==> src/rtl/apb_regfile_pkg.sv <==
// rtl/apb_regfile_pkg.sv - shared types and field layout for the APB payload register file
package apb_regfile_pkg;

  typedef enum logic {
    IDLE,
    ACCESS
  } state_t;

  localparam int ERR_FLAG_BIT  = 0;
  localparam int ERR_CNT_LSB   = 8;
  localparam int ERR_CNT_W     = 8;
  localparam int ERR_ADDR_LSB  = 16;
  localparam int ERR_ADDR_W    = 8;
  localparam int ERR_STATUS_W  = 32;
  localparam logic [ERR_CNT_W-1:0] ERR_CNT_MAX = 8'd255;

  localparam int PAYLOAD_IDX_W = 8;

  typedef struct packed {
    logic                     hit;
    logic                     is_err_status;
    logic                     is_payload;
    logic                     is_data_size;
    logic [PAYLOAD_IDX_W-1:0] payload_idx;
  } decode_t;

  function automatic logic [ERR_CNT_W-1:0] sat_inc(input logic [ERR_CNT_W-1:0] cnt);
    return (cnt == ERR_CNT_MAX) ? cnt : cnt + 1'b1;
  endfunction

endpackage

==> src/rtl/apb_regfile_decode.sv <==
// rtl/apb_regfile_decode.sv - combinational address decode and error classification
module apb_regfile_decode
  import apb_regfile_pkg::*;
#(
  parameter int unsigned DATA_WIDTH      = 32,
  parameter int unsigned ADDR_WIDTH      = 8,
  parameter int unsigned NUM_PAYLOAD     = 4,
  parameter int unsigned ERR_STATUS_ADDR = 1,
  parameter int unsigned PAYLOAD_BASE    = 2,
  parameter int unsigned DATA_SIZE_ADDR  = PAYLOAD_BASE + NUM_PAYLOAD
) (
  input  logic [ADDR_WIDTH-1:0]   paddr,
  input  logic                    pwrite,
  input  logic [DATA_WIDTH/8-1:0] pstrb,
  input  logic [DATA_WIDTH-1:0]   pwdata,
  output decode_t                 dec,
  output logic                    err
);

  localparam int unsigned PAYLOAD_END = PAYLOAD_BASE + NUM_PAYLOAD;
  localparam longint unsigned ADDR_SPAN = 64'd1 << ADDR_WIDTH;
  localparam logic [DATA_WIDTH-1:0] MAX_BYTES = DATA_WIDTH'(NUM_PAYLOAD * DATA_WIDTH / 8);

  if (ADDR_WIDTH > 32 || ADDR_WIDTH < 1) begin : g_bad_addr_width
    $error("apb_regfile_decode: ADDR_WIDTH must be 1..32");
  end
  if (ERR_STATUS_ADDR >= PAYLOAD_BASE && ERR_STATUS_ADDR < PAYLOAD_END) begin : g_err_overlap
    $error("apb_regfile_decode: ERR_STATUS_ADDR overlaps payload window");
  end
  if (DATA_SIZE_ADDR >= PAYLOAD_BASE && DATA_SIZE_ADDR < PAYLOAD_END) begin : g_size_overlap
    $error("apb_regfile_decode: DATA_SIZE_ADDR overlaps payload window");
  end
  if (DATA_SIZE_ADDR == ERR_STATUS_ADDR) begin : g_size_err_overlap
    $error("apb_regfile_decode: DATA_SIZE_ADDR equals ERR_STATUS_ADDR");
  end
  if (longint'(PAYLOAD_END) > ADDR_SPAN || longint'(DATA_SIZE_ADDR) >= ADDR_SPAN ||
      longint'(ERR_STATUS_ADDR) >= ADDR_SPAN) begin : g_addr_range
    $error("apb_regfile_decode: register map exceeds paddr range");
  end

  logic [31:0] addr32;
  assign addr32 = 32'(paddr);

  always_comb begin
    dec               = '0;
    dec.is_err_status = (addr32 == ERR_STATUS_ADDR);
    dec.is_payload    = (addr32 >= PAYLOAD_BASE) && (addr32 < PAYLOAD_END);
    dec.is_data_size  = (addr32 == DATA_SIZE_ADDR);
    dec.hit           = dec.is_err_status | dec.is_payload | dec.is_data_size;
    if (dec.is_payload) begin
      dec.payload_idx = PAYLOAD_IDX_W'(addr32 - PAYLOAD_BASE);
    end

    err = !dec.hit;
    if (pwrite && dec.is_err_status) begin
      err = 1'b1;
    end
    // A size must be written whole and must fit inside the payload buffer.
    if (pwrite && dec.is_data_size && ((pstrb != '1) || (pwdata > MAX_BYTES))) begin
      err = 1'b1;
    end
  end

endmodule

==> src/rtl/apb_payload_regfile.sv <==
// rtl/apb_payload_regfile.sv - APB4 slave holding payload words, data size/commit and error status
module apb_payload_regfile
  import apb_regfile_pkg::*;
#(
  parameter int unsigned DATA_WIDTH      = 32,
  parameter int unsigned ADDR_WIDTH      = 8,
  parameter int unsigned NUM_PAYLOAD     = 4,
  parameter int unsigned WAIT_STATES     = 0,
  parameter int unsigned ERR_STATUS_ADDR = 1,
  parameter int unsigned PAYLOAD_BASE    = 2,
  parameter int unsigned DATA_SIZE_ADDR  = PAYLOAD_BASE + NUM_PAYLOAD
) (
  input  logic                              pclk,
  input  logic                              presetn,
  input  logic                              psel,
  input  logic                              penable,
  input  logic                              pwrite,
  input  logic [ADDR_WIDTH-1:0]             paddr,
  input  logic [DATA_WIDTH-1:0]             pwdata,
  input  logic [DATA_WIDTH/8-1:0]           pstrb,
  output logic [DATA_WIDTH-1:0]             prdata,
  output logic                              pready,
  output logic                              pslverr,
  output logic [NUM_PAYLOAD*DATA_WIDTH-1:0] payload_o,
  output logic [DATA_WIDTH-1:0]             data_size_o,
  output logic                              commit_o
);

  if (DATA_WIDTH == 0 || (DATA_WIDTH % 8) != 0) begin : g_bad_data_width
    $error("apb_payload_regfile: DATA_WIDTH must be a non-zero multiple of 8");
  end
  if (NUM_PAYLOAD < 1 || NUM_PAYLOAD > 256) begin : g_bad_num_payload
    $error("apb_payload_regfile: NUM_PAYLOAD must be 1..256");
  end
  if (WAIT_STATES > 15) begin : g_bad_wait_states
    $error("apb_payload_regfile: WAIT_STATES must be 0..15");
  end

  localparam int NBYTES = DATA_WIDTH / 8;

  state_t                  state_q;
  logic [3:0]              cnt_q;
  logic [DATA_WIDTH-1:0]   payload_q [NUM_PAYLOAD];
  logic [DATA_WIDTH-1:0]   data_size_q;
  logic [ERR_STATUS_W-1:0] err_status_q;
  logic                    commit_q;

  decode_t                 dec;
  logic                    dec_err;
  logic                    complete;
  logic                    wr_ok;
  logic                    rd_ok;
  logic [DATA_WIDTH-1:0]   rd_mux;
  logic [ERR_ADDR_W-1:0]   err_addr;

  apb_regfile_decode #(
    .DATA_WIDTH      (DATA_WIDTH),
    .ADDR_WIDTH      (ADDR_WIDTH),
    .NUM_PAYLOAD     (NUM_PAYLOAD),
    .ERR_STATUS_ADDR (ERR_STATUS_ADDR),
    .PAYLOAD_BASE    (PAYLOAD_BASE),
    .DATA_SIZE_ADDR  (DATA_SIZE_ADDR)
  ) u_decode (
    .paddr  (paddr),
    .pwrite (pwrite),
    .pstrb  (pstrb),
    .pwdata (pwdata),
    .dec    (dec),
    .err    (dec_err)
  );

  assign complete = (state_q == ACCESS) && psel && penable && (cnt_q == 4'd0);
  assign wr_ok    = complete && pwrite && !dec_err;
  assign rd_ok    = complete && !pwrite && !dec_err;
  assign err_addr = ERR_ADDR_W'(32'(paddr));

  always_comb begin
    rd_mux = '0;
    if (dec.is_err_status) begin
      rd_mux = DATA_WIDTH'(err_status_q);
    end else if (dec.is_data_size) begin
      rd_mux = data_size_q;
    end else if (dec.is_payload) begin
      for (int i = 0; i < int'(NUM_PAYLOAD); i++) begin
        if (dec.payload_idx == PAYLOAD_IDX_W'(i)) begin
          rd_mux = payload_q[i];
        end
      end
    end
  end

  assign pready  = complete;
  assign pslverr = complete && dec_err;
  assign prdata  = (complete && dec.hit && !dec_err) ? rd_mux : '0;

  for (genvar g = 0; g < int'(NUM_PAYLOAD); g++) begin : g_payload_out
    assign payload_o[g*DATA_WIDTH +: DATA_WIDTH] = payload_q[g];
  end
  assign data_size_o = data_size_q;
  assign commit_o    = commit_q;

  always_ff @(posedge pclk) begin
    if (!presetn) begin
      state_q <= IDLE;
      cnt_q   <= 4'd0;
    end else begin
      case (state_q)
        IDLE: begin
          if (psel && !penable) begin
            state_q <= ACCESS;
            cnt_q   <= 4'(WAIT_STATES);
          end
        end
        ACCESS: begin
          if (!psel) begin
            state_q <= IDLE;
          end else if (!penable) begin
            // Fresh setup phase while still in ACCESS restarts the wait count.
            cnt_q <= 4'(WAIT_STATES);
          end else if (cnt_q != 4'd0) begin
            cnt_q <= cnt_q - 4'd1;
          end else begin
            state_q <= IDLE;
          end
        end
        default: state_q <= IDLE;
      endcase
    end
  end

  always_ff @(posedge pclk) begin
    if (!presetn) begin
      for (int i = 0; i < int'(NUM_PAYLOAD); i++) begin
        payload_q[i] <= '0;
      end
      data_size_q  <= '0;
      err_status_q <= '0;
      commit_q     <= 1'b0;
    end else begin
      commit_q <= 1'b0;
      if (wr_ok && dec.is_payload) begin
        for (int i = 0; i < int'(NUM_PAYLOAD); i++) begin
          if (dec.payload_idx == PAYLOAD_IDX_W'(i)) begin
            for (int b = 0; b < NBYTES; b++) begin
              if (pstrb[b]) begin
                payload_q[i][b*8 +: 8] <= pwdata[b*8 +: 8];
              end
            end
          end
        end
      end
      if (wr_ok && dec.is_data_size) begin
        data_size_q <= pwdata;
        commit_q    <= 1'b1;
      end
      if (complete && dec_err) begin
        err_status_q[ERR_FLAG_BIT]                   <= 1'b1;
        err_status_q[ERR_CNT_LSB +: ERR_CNT_W]       <= sat_inc(err_status_q[ERR_CNT_LSB +: ERR_CNT_W]);
        err_status_q[ERR_ADDR_LSB +: ERR_ADDR_W]     <= err_addr;
      end else if (rd_ok && dec.is_err_status) begin
        err_status_q <= '0;
      end
    end
  end

endmodule

==> config.mk <==
export PLATFORM = sky130hd
export DESIGN_NAME = apb_payload_regfile
export DESIGN_NICKNAME = d
export VERILOG_FILES = /design/src/rtl/apb_regfile_pkg.sv /design/src/rtl/apb_regfile_decode.sv /design/src/rtl/apb_payload_regfile.sv
export SDC_FILE = /design/constraint.sdc
export NUM_CORES = 1
export LEC_CHECK = 0
export ABC_AREA = 1
export CAP_MARGIN = 25
export CORE_ASPECT_RATIO = 1.1
export CORE_MARGIN = 10
export CORE_UTILIZATION = 44
export DETAILED_ROUTE_END_ITERATION = 8
export PLACE_DENSITY = 0.75
export REMOVE_ABC_BUFFERS = 1
export SLEW_MARGIN = 20
export SYNTH_ARGS = -nofsm -noshare
export SYNTH_HDL_FRONTEND = slang
export SYNTH_SLANG_ARGS = --single-unit
==> constraint.sdc <==
create_clock -name pclk -period 2.7 [get_ports pclk]
set_input_delay 0.405 -clock pclk [delete_from_list [all_inputs] [get_ports pclk]]
set_output_delay 0.405 -clock pclk [all_outputs]
set_load 0.05 [all_outputs]
==> Yosys cells after proc, flatten, opt, wreduce, memory -nomap -nowiden <==
Memories as Yosys holds them, arrays and structs flattened.
Cells that the tools add are included.
Widths: inputs -> output; s select.
{ "word_totals": {"reg_bits": 55, "mem_bits_rw": 128, "n_memories": 1} }
{ "classes": {"muxes": 111, "magnitude_cmp": 3, "n_reduce_logical": 29, "eq_ne": 11, "bitwise": 19, "add_sub_neg": 3} }
{ "mem_list": {"columns": ["memory", "words", "word_bits", "rd", "rd_ports_with_merged_regs", "write_ports", "line_no", "rtl"], "rows": [
  ["payload_q", 4, 32, 4, 0, 4, "apb_payload_regfile.sv:43", "logic [DATA_WIDTH-1:0] payload_q [NUM_PAYLOAD];"]
]} }
{ "op_table": {"columns": ["cell", "count"], "rows": [
  ["$mux 32", 8],
  ["$mux 8", 18],
  ["$mux 1", 77],
  ["$gt 32x5->1 const B", 1],
  ["$mux 24", 1],
  ["$logic_and 1x1->1", 18],
  ["$or 1x1->1", 18],
  ["$eq 8x1->1 const B", 2],
  ["$eq 8x2->1 const B", 2],
  ["$mux 16", 1],
  ["$mux 4", 4],
  ["$add 8x1->8 const B", 1],
  ["$eq 8x3->1 const B", 1],
  ["$eq 8x8->1 const B", 1],
  ["$ge 8x2->1 const B", 1],
  ["$logic_not 8->1", 1],
  ["$lt 8x3->1 const B", 1],
  ["$pmux 4 s2", 1],
  ["$sub 8x2->8 const B", 1],
  ["$ne 2x2->1 const B", 3],
  ["$logic_not 1->1", 4],
  ["$logic_not 4->1", 1],
  ["$ne 4x4->1 const B", 1],
  ["$reduce_bool 4->1", 1],
  ["other kinds (8)", 8]
]} }

==> Logic depth before layout (Yosys ltp) <==
{ "logic_depth": {"ltp_word": 14, "mapped_depth": 13, "mapped_depth_nobuf": 12} }

==> By module <==
A second synthesis with hierarchy kept.
{ "hier_totals": {"hier_cells": 1232, "hier_area_um2": 9631.7} }
{ "by_module_without_submodules": {"columns": ["module", "instances", "area_each_um2", "cells_each"], "rows": [
  ["apb_payload_regfile", 1, 9206.3, 1148],
  ["apb_regfile_decode", 1, 425.4, 84]
]} }

==> Worst setup path after synthesis <==
Ideal clock, no wire load.
{ "synth_path": {"path_type": "input to output", "startpoint": "input port paddr[1]", "endpoint": "output port prdata[14]", "path_stages": 13, "path_buffers": 3, "arrival_ns": 2.778, "path_slack_ns": -0.483, "path_cell_list": "buf_4 inv_4 ha_1 inv_1 nand2_1 nand3_1 nor2_1 nand2_1 buf_2 buf_2 nand4_1 nand2_1 a21oi_1"} }
{ "synth_between": {"elab_chain_len": 12, "word_cells_on_any_way": 30} }
{ "synth_rtl": {"columns": ["element", "line_no", "rtl"], "rows": [
  ["start: declaration", "apb_payload_regfile.sv:18", "input logic [ADDR_WIDTH-1:0] paddr,"],
  ["$ge 8x2->1 / $lt 8x3->1 (equally long branches)", "apb_regfile_decode.sv:47", "dec.is_payload = (addr32 >= PAYLOAD_BASE) && (addr32 < PAYLOAD_END);"],
  ["$logic_and 1x1->1", "apb_regfile_decode.sv:47", null],
  ["$mux 8", "apb_regfile_decode.sv:50", "if (dec.is_payload) begin"],
  ["$logic_not 8->1", "apb_payload_regfile.sv:85", "if (dec.payload_idx == PAYLOAD_IDX_W'(i)) begin"],
  ["$mux 32 (4 in a row)", "apb_payload_regfile.sv:85", null],
  ["$mux 32", "apb_payload_regfile.sv:83", "end else if (dec.is_payload) begin"],
  ["$mux 32", "apb_payload_regfile.sv:81", "end else if (dec.is_data_size) begin"],
  ["$mux 32", "apb_payload_regfile.sv:79", "if (dec.is_err_status) begin"],
  ["$mux 32 *", "apb_payload_regfile.sv:94", "assign prdata = (complete && dec.hit && !dec_err) ? rd_mux : '0;"],
  ["end: declaration", "apb_payload_regfile.sv:21", "output logic [DATA_WIDTH-1:0] prdata,"]
]} }
Every way passes the cells marked *; elsewhere a longest branch is shown, timed or not.

==> flow_metrics.env <==
export IMPL_status="finished with violations"
export IMPL_violations="setup timing"
export IMPL_reg2reg_to="payload_q[0][25]"
export IMPL_slew_headroom=0.585
export IMPL_ys_ff_latch=183
export IMPL_grt_start_max_net_pins=41
export IMPL_layout_commonest_cell="nor2_1"
export IMPL_final_cell_mix="236 x nor2_1, 188 x buf_4, 165 x clkdlybuf4s50_1"
export IMPL_dieWidth_um=157
export IMPL_cp_top_family="buffers and inverters"
export IMPL_setup_viol=6
export IMPL_r2r_cells=12
export IMPL_die_h_um=170
export IMPL_netlist_instances=1018
export IMPL_multi_input_area_um2=4150
export IMPL_drtPass1Iterations=6
export IMPL_htree_levels=4
export IMPL_finClkSkew_ns=0.00728
export IMPL_portBuffers=243
export IMPL_peakVddDrop_mv=0.470
export IMPL_rsz0062_at_grt="true"
export IMPL_final_nets=1492
export IMPL_maxSlewViolCount=0
export IMPL_start_kind="input port"
export IMPL_worstPathBufferInverterCount=19
export IMPL_cp_max_fo=4
export IMPL_initialDrtViolationCount=1015
export IMPL_cts_buffer_depth=2
export IMPL_hold_buffers=0
export IMPL_die_area_um2=26700
export IMPL_io_pins=244
export IMPL_grt_total_usage=0.274
export IMPL_cts_buffers=17
export IMPL_ys_flop_type="edfxtp_1"
export IMPL_vias=9954
export IMPL_synth_edf_count=128
export IMPL_syn2layout_area_growth_pct=63.7
export IMPL_worst_pin_slew_ns=0.620
export IMPL_dp_hpwl_um=24800
export IMPL_final_layout_size_suffix_gt1_frac=0.295
export IMPL_netlist_area_um2=9040
export IMPL_cp_arrival_ns=3.04
export IMPL_drtAntennaViolNets=0
export IMPL_holdPathEnd="payload_q[2][18]"
export IMPL_p_leak_uw=0.00588
export IMPL_fin_ws_ns=-0.0830
export IMPL_hold_violations=0
export IMPL_critPathMaxStageDelay_ns=0.23
export IMPL_cp_slowest_cell="nor2_1"
export IMPL_crit_type="input port to flop"
export IMPL_placed_area_um2=12900
export IMPL_routed_via_density=5.83
export IMPL_clock_latency_ns=0.44
export IMPL_wl_um=38900
export IMPL_ys_types=37
export IMPL_wl_per_cell_um=22.7
export IMPL_cp_cell_sequence="dlygate4sd2_1 -> inv_1 -> buf_4 -> buf_4 -> buf_4 -> buf_4 -> buf_4 -> buf_4 -> buf_4 -> buf_4 -> buf_4 -> buf_4 -> buf_4 -> buf_4 -> buf_4 -> buf_4 -> buf_4 -> buf_4 -> buf_4 -> nor2_1"
export IMPL_ys_async_sr_fraction=0
export IMPL_grt_pass1_vias=9862
export IMPL_fillers=1351
export IMPL_holdCritPathClass="input port to flop"
export IMPL_cts_sinks=183
export IMPL_row_count=54
export IMPL_fin_area_um2=14800
export IMPL_fmax_mhz=359
export IMPL_start_util=0.452
export IMPL_min_period_ns=2.78
export IMPL_cts_tree="yes"
export IMPL_cts_root_buf="clkbuf_16"
export IMPL_post_place_ws_ns=-0.456
export IMPL_path_common_cell="buf_4"
export IMPL_route_detailed_drc=0
export IMPL_yosysSeqAreaShare=0.547
export IMPL_cp_data_required_time_ns=2.95
export IMPL_yosysWarnings=0
export IMPL_reg2reg_slack_ns=0.15
export IMPL_hold_depth=3
export IMPL_min_from="pwdata[18]"
export IMPL_seq_area_um2=4940
export IMPL_clk_pin_slew_ns=0.07
export IMPL_period_share=1.03
export IMPL_end_kind="flop"
export IMPL_coreArea_um2=20000
export IMPL_gp_congestion=0.965
export IMPL_antenna_found_initial=1
export IMPL_grt_overflow=0
export IMPL_avgSynthCellArea_um2=8.88
export IMPL_worstReg2RegStart="cnt_q[1]"
export IMPL_grt_pass1_wl_um=56000
export IMPL_pwr_density_cell_nw_per_um2=442
export IMPL_maxCapViolations=0
state kept, by name, indices dropped and copies added, names as in the netlist:
register,flops
cnt_q,4
data_size_o,32
payload_q,128
state_q,1
commit_o,1
err_status_q,17
final cells by class:
class | instances | share of cell area
inverters | 59 | 0.0160
diodes | 4 | 0.000676
well taps | 252 | 0.0213
clock buffers | 19 | 0.0306
flip-flops and latches | 183 | 0.334
repair buffers | 459 | 0.309
multi-input cells | 719 | 0.280
clock inverters | 13 | 0.00794
worst max path at each step:
stage                     cells after the start       start          endpoint
after floorplan                              10    paddr[1]         prdata[0]
after global placement                       11    paddr[2]        prdata[13]
after detailed placement                     12    paddr[2]        prdata[13]
after CTS                                    14    pstrb[2]        prdata[18]
after global routing                         15    paddr[1]        prdata[25]
final                                        20  pwdata[24]  payload_q[1][24]
synth_stat cells, types with 2 or more instances:
cell      count  share of area
nor3_4        2         0.0036
buf_1         2        0.00083
clkbuf_1     38          0.016
nand4_4      16          0.038
nand3_2       2         0.0022
nand4_1      77          0.053
ha_1          4         0.0055
inv_1        54          0.022
o21ai_1      18          0.010
buf_2        13         0.0072
o21ai_0      22          0.012
buf_6         3         0.0037
nand2_1     134          0.056
nand3_1      87          0.048
edfxtp_1    128           0.43
nor2_2        3         0.0021
nor2_1      259           0.11
xor2_1        7         0.0068
nor3_1        5         0.0028
inv_2         3         0.0012
dfxtp_1      55           0.12
a21oi_1      70          0.039
nor2_4        2         0.0025
report_power, final:
group | internal, uW | total (uW) | switching, uW | leakage (uW)
logic | 357 | 954 | 597 | 0.00382
registers | 3060 | 3110 | 52.0 | 0.00177
clock network | 1330 | 2480 | 1140 | 0.000285
per-layer routing:
layer  wire (um)  vias up  track usage
met4        2290        0        0.176
met1       13800     4658        0.312
met2       18300      737        0.442
met5           0        -            0
li1            -     4377            -
met3        4410      182       0.0819
metrics by stage:
stage | std cells | hold WS (ns) | TNS [ns] | power [uW] | util
floorplan | 961 | 0.444 | -406.81 | 3550 | -
global placement | 1578 | 0.440 | -75.26 | 3970 | 0.646
detailed placement | 1578 | 0.445 | -91.98 | 3970 | 0.646
CTS | 1695 | 0.403 | 0 | 6460 | 0.723
global route | 1705 | 0.346 | -1.68 | 6680 | 0.740
finish | 1708 | 0.328 | -0.160 | 6540 | 0.740
what timing repair did:
item / CTS / global route
pin swaps: 33 / 44
setup endpoints to repair: 33 / 97
gates cloned: 3 / 1
setup buffers: 82 / 9
resized for setup: 153 / 107
cell families (layout without fill, tap and decap cells):
kind of cell	after synthesis	in the layout	synth area share
AO/OA/AOI/OAI	113	113	0.0635
buffers and inverters	116	550	0.0531
adder cells (fa/ha/maj)	4	4	0.00554
flip-flops	183	183	0.547
AND/OR/NAND/NOR	595	595	0.324
other	0	4	0
XOR/XNOR	7	7	0.00678
worst reg2reg max path: cells and delay by family, from the launching register on:
kind / cells / cell delay (ns)
and+or+nand+nor: 7 / 1.27
buffers and inverters: 4 / 0.63
DFF: 1 / 0.33
adders and majority gates: 1 / 0.14
Power figures use the tool's default switching activity.
